[src/rtl/delaybuf_ctrl.sv]
// delaybuf_ctrl: address/handshake sequencer for the circular delay RAM of
// one SDF stage. The RAM is external, read-first, with 1-cycle read latency.
// It fills depth_p samples, then runs write+read in lockstep to give a
// depth_p-sample delay, and drains the stored samples on flush.
// Optional input stall counter: define DELAYBUF_CTRL_STATS_EN.
module delaybuf_ctrl #(
  parameter int depth_p = 16,
  parameter int width_p = $clog2(depth_p)
) (
  input  logic               clk_i,
  input  logic               reset_ni,
  input  logic               valid_i,
  output logic               ready_o,
  output logic               valid_o,
  input  logic               ready_i,
  input  logic               flush_i,
  output logic               mem_we_o,
  output logic [width_p-1:0] mem_waddr_o,
  output logic               mem_re_o,
  output logic [width_p-1:0] mem_raddr_o,
  output logic [width_p:0]   fill_o,
  output logic               bf_sel_o,
  output logic [1:0]         state_o,
  output logic [15:0]        stall_cnt_o
);

  typedef enum logic [1:0] {IDLE = 2'd0, FILL = 2'd1, RUN = 2'd2, DRAIN = 2'd3} state_t;

  localparam logic [width_p-1:0] LAST_PTR = width_p'(depth_p - 1);
  localparam logic [width_p:0]   FULL     = (width_p + 1)'(depth_p);

  state_t             state, state_nxt;
  logic [width_p-1:0] wr_ptr, rd_ptr;
  logic [width_p:0]   fill, fill_nxt;
  logic               valid_q, bf_sel;
  logic               acc, out_adv, rd_issue;

  // Handshake, RAM strobes and next-state/fill decisions.
  always_comb begin
    state_nxt = state;
    fill_nxt  = fill;
    out_adv   = !valid_q || ready_i;
    ready_o   = 1'b0;
    rd_issue  = 1'b0;
    unique case (state)
      IDLE, FILL: ready_o = 1'b1;
      RUN:        ready_o = out_adv;
      default:    ready_o = 1'b0;
    endcase
    if (flush_i || !reset_ni) ready_o = 1'b0;
    acc = valid_i && ready_o;
    unique case (state)
      IDLE: begin
        if (acc) begin
          state_nxt = FILL;
          fill_nxt  = (width_p + 1)'(1);
        end
      end
      FILL: begin
        if (flush_i) begin
          state_nxt = (fill != '0) ? DRAIN : IDLE;
        end else if (acc) begin
          fill_nxt = fill + 1'b1;
          if (fill + 1'b1 == FULL) state_nxt = RUN;
        end
      end
      RUN: begin
        // Read-first RAM with rd_ptr==wr_ptr returns the sample written
        // depth_p accepts ago while the new one lands in the same slot.
        rd_issue = acc;
        if (flush_i) state_nxt = DRAIN;
      end
      default: begin
        rd_issue = out_adv && (fill != '0);
        if (rd_issue)
          fill_nxt = fill - 1'b1;
        else if (fill == '0 && valid_q && ready_i)
          state_nxt = IDLE;
      end
    endcase
    if (!reset_ni) rd_issue = 1'b0;
  end

  // State, pointers, fill, output valid and butterfly toggle.
  always_ff @(posedge clk_i) begin
    if (!reset_ni) begin
      state   <= IDLE;
      fill    <= '0;
      wr_ptr  <= '0;
      rd_ptr  <= '0;
      valid_q <= 1'b0;
      bf_sel  <= 1'b0;
    end else begin
      state <= state_nxt;
      fill  <= fill_nxt;
      if (acc) begin
        wr_ptr <= (wr_ptr == LAST_PTR) ? '0 : wr_ptr + 1'b1;
        if (wr_ptr == LAST_PTR) bf_sel <= !bf_sel;
      end
      if (rd_issue) rd_ptr <= (rd_ptr == LAST_PTR) ? '0 : rd_ptr + 1'b1;
      if (rd_issue)                valid_q <= 1'b1;
      else if (valid_q && ready_i) valid_q <= 1'b0;
    end
  end

`ifdef DELAYBUF_CTRL_STATS_EN
  logic [15:0] stall_cnt;
  // Saturating count of cycles where upstream offered a sample and was refused.
  always_ff @(posedge clk_i) begin
    if (!reset_ni)
      stall_cnt <= '0;
    else if (valid_i && !ready_o && stall_cnt != 16'hFFFF)
      stall_cnt <= stall_cnt + 16'd1;
  end
  assign stall_cnt_o = stall_cnt;
`else
  assign stall_cnt_o = '0;
`endif

  assign valid_o     = valid_q;
  assign mem_we_o    = acc;
  assign mem_waddr_o = wr_ptr;
  assign mem_re_o    = rd_issue;
  assign mem_raddr_o = rd_ptr;
  assign fill_o      = fill;
  assign bf_sel_o    = bf_sel;
  assign state_o     = state;

endmodule

[config.mk]
export PLATFORM = sky130hd
export DESIGN_NAME = delaybuf_ctrl
export DESIGN_NICKNAME = d
export VERILOG_FILES = /design/src/rtl/delaybuf_ctrl.sv
export SDC_FILE = /design/constraint.sdc
export NUM_CORES = 1
export LEC_CHECK = 0
export CAP_MARGIN = 20
export CORE_MARGIN = 2
export CORE_UTILIZATION = 40
export DETAILED_ROUTE_END_ITERATION = 6
export PLACE_DENSITY = 0.75
export REMOVE_ABC_BUFFERS = 1
export SYNTH_ARGS = -nofsm -noshare
export SYNTH_HDL_FRONTEND = slang
export SYNTH_SLANG_ARGS = --single-unit
[constraint.sdc]
create_clock -name clk_i -period 2.1 [get_ports clk_i]
set_input_delay 0.21 -clock clk_i [delete_from_list [all_inputs] [get_ports clk_i]]
set_output_delay 0.21 -clock clk_i [all_outputs]
set_load 0.005 [all_outputs]
==> flow_summary.yaml <==
outcome:
  outcome: "finished clean"
timing:
  setup-tns-final_ns: 0
  min_period_ns: 2.03
  setup_viol: 0
  final-max-slew-violation-count: 0
  max_freq_mhz: 493
  hold_viol: 0
  period_share_pct: 96.6
  fin_worst_skew_ns: 0.00588
  rsz0062_at_grt: "no"
synth:
  postSynth.asyncResetShare_pct: 0
  synth.area.top_cells: "dfxtp_1 (27%), buf_4 (10%), ha_1 (6.0%), nand2_1 (4.5%), mux2i_1 (4.0%)"
  syn_area_per_cell_um2: 8.58
  synth.yosys.seq_area_share_pct: 27.0
  synthCells: 147
  ys.flop_type: "dfxtp_1"
  synth-edff-count: 0
  synth_common_cells: "buf_4 (17), dfxtp_1 (17), nand2_1 (15), nand3_1 (7)"
  ys_ff_latch: 17
  syn-cell-area_um2: 1260
  ys_warn_count: 0
  ys_types: 44
  synth_top_area_share_pct: 27.0
  yosysTopAreaCell: "dfxtp_1"
worst_setup_path:
  crit_required_ns: 1.89
  crit_fanout: 2
  end_kind: "primary output"
  worstPathCellList: "inv_1, ha_1, nor4b_4, mux2i_1, and3_1, and2_1, dlygate4sd2_1"
  cpPeakStageDelay_ns: 0.33
  crit_slowest_cell: "dfxtp_2"
  cp_top_family: "simple AND/OR/NAND/NOR gates"
  r2r_setup_slack_ns: 0.18
  start_kind: "flop"
  path_buf_inv: 2
  crit_type: "reg -> out"
  arrival_ns: 1.82
grt:
  met1_usage_pct: 23.2
  grt_pass1_wl_um: 4710
  gr-usage-met2_pct: 26.1
  grt_start_max_net_pins: 14
  gr-total-overflow: 0
  antenna_found_initial: 0
  grtUsageTotal_pct: 16.9
  grt-busiest-layer: "met2"
  first_global_vias: 1076
  gr-usage-met3_pct: 3.46
floorplan:
  die_y_um: 60.2
  die_area_um2: 3620
  start_util_pct: 41.7
  pin_count: 41
  coreArea_um2: 3030
  die_width_um: 60.2
  rows: 20
layout:
  antenna_cells: 0
  areaGrowthSynthToFinish_pct: 26.2
  regArea_um2: 344
  drive_gt1_share_pct: 16.6
  fillers: 277
  final_nets: 193
  multi_input_area_um2: 792
clock_network:
  insertion_delay_ns: 0.29
  clock-root-buffer: "clkbuf_4"
  clkTransAtPathRegs_ns: 0.10
  cts_buffers: 3
  cts_tree: "yes"
  clock_path_buffers: 2
  ctsHoldBuffers: 0
  clock-sinks: 17
  cts_max_level: 1
detailed_routing:
  wirelength_um: 2770
  vias_per_cell: 4.87
  route.detailed.drc: 0
  drtIter0Drc: 41
  via_count: 1095
  ant_nets: 0
  wl_per_cell_um: 12.3
  firstDrtPassIters: 4
placement:
  dp_hpwl_um: 2080
  place_congestion: 0.834
  port_buffers: 24
power:
  cellLeakagePower_uw: 0.000678
  powerDensity_nw_per_um2: 490
  total_power_uw: 780
  peakVddDrop_uv: 324
run:
  drv_cap: 0
worst_hold_path:
  hold_class: "reg -> reg"
sequential cells by signal, summed over array words and instances (netlist names):
signal,cells
valid_o,1
mem_raddr_o,4
fill_o,5
bf_sel_o,1
state_o,2
mem_waddr_o,4
layer usage:
metal	vias up	share of wire, %
li1	555	-
met1	502	48
met2	36	46
met3	2	4.3
met4	0	0.97
met5	-	0
stage by stage:
step                cell area (um2)  utilization [%]  std cells  worst slack [ns]  hold slack (ns)
floorplan                      1140                -        137             0.244            0.328
global placement               1550             51.2        220            0.0734            0.501
finish                         1590             52.6        225            0.0715            0.516
CTS                            1580             52.1        224           0.00997            0.529
detailed placement             1550             51.2        220            0.0711            0.515
global route                   1590             52.6        225           0.00245            0.577
worst register-to-register path: stages, from the launching register on:
cell	delay, ns
dfxtp_2	0.33
inv_1	0.09
ha_1	0.16
nor4b_4	0.22
buf_4	0.15
buf_4	0.11
nand4_1	0.14
a31oi_2	0.22
nand4_1	0.16
o221a_1	0.25
cell usage in the layout, fill, tap and decap left out, types with 2 or more instances in the layout:
cell             instances
clkdlybuf4s50_1         23
conb_1                  16
buf_4                   16
nand2_1                 15
dfxtp_1                 14
nand3_1                  7
ha_1                     6
mux2i_1                  5
nor2b_1                  5
and2_1                   4
xnor2_1                  4
a22oi_1                  4
nand2b_1                 3
inv_1                    3
nand4_1                  3
nor3b_1                  3
nor2_1                   3
o211a_1                  3
clkbuf_4                 3
dfxtp_2                  3
and3_1                   2
nor2b_2                  2
o21ai_1                  2
nor3_1                   2
xor2_1                   2
a21oi_1                  2
a32oi_1                  2
o22ai_1                  2
o21a_1                   2
o211ai_1                 2
worst paths after layout:
path                               startpoint                          end  cells past startpoint
hold / removal    mem_waddr_o[1]$_SDFFE_PN0P_  mem_waddr_o[1]$_SDFFE_PN0P_                      2
hold reg to reg   mem_waddr_o[1]$_SDFFE_PN0P_  mem_waddr_o[1]$_SDFFE_PN0P_                      2
setup reg to reg       fill_o[0]$_SDFFE_PN0P_      state_o[0]$_SDFFE_PN0P_                      9
setup / recovery       fill_o[0]$_SDFFE_PN0P_                     mem_re_o                      7
cell families (layout without fill, tap and decap cells):
family | count (synthesis) | after routing | share of synthesized area [%]
xor+xnor | 6 | 6 | 4.17
simple gates | 54 | 54 | 24.8
flops | 17 | 17 | 27.0
fa+ha+maj | 6 | 6 | 5.95
other cells | 1 | 16 | 0.297
compound gates | 29 | 29 | 18.8
buf+inv | 29 | 48 | 15.0
mux | 5 | 5 | 3.97
power breakdown:
| part | leakage, uW | internal, uW | switching [uW] | total (uW) |
|---|---|---|---|---|
| Clock | 0.0000150 | 73.8 | 99.9 | 174 |
| Combinational | 0.000524 | 128 | 115 | 243 |
| Sequential | 0.000139 | 338 | 25.7 | 364 |
| Total | 0.000678 | 539 | 241 | 780 |
what timing repair did:
item	CTS	global route
gates cloned	0	0
setup buffers	0	1
resized for setup	4	4
endpoints found under the setup margin	1	3
pin swaps	1	0
area by class of cell:
cell class,instances,share of cell area [%]
tap,44,3.46
inverter,4,0.943
timing repair buffer,40,22.6
multi-input combinational,116,49.8
sequential,17,21.6
clock buffer,4,1.65
(Power assumes the default switching activity.)
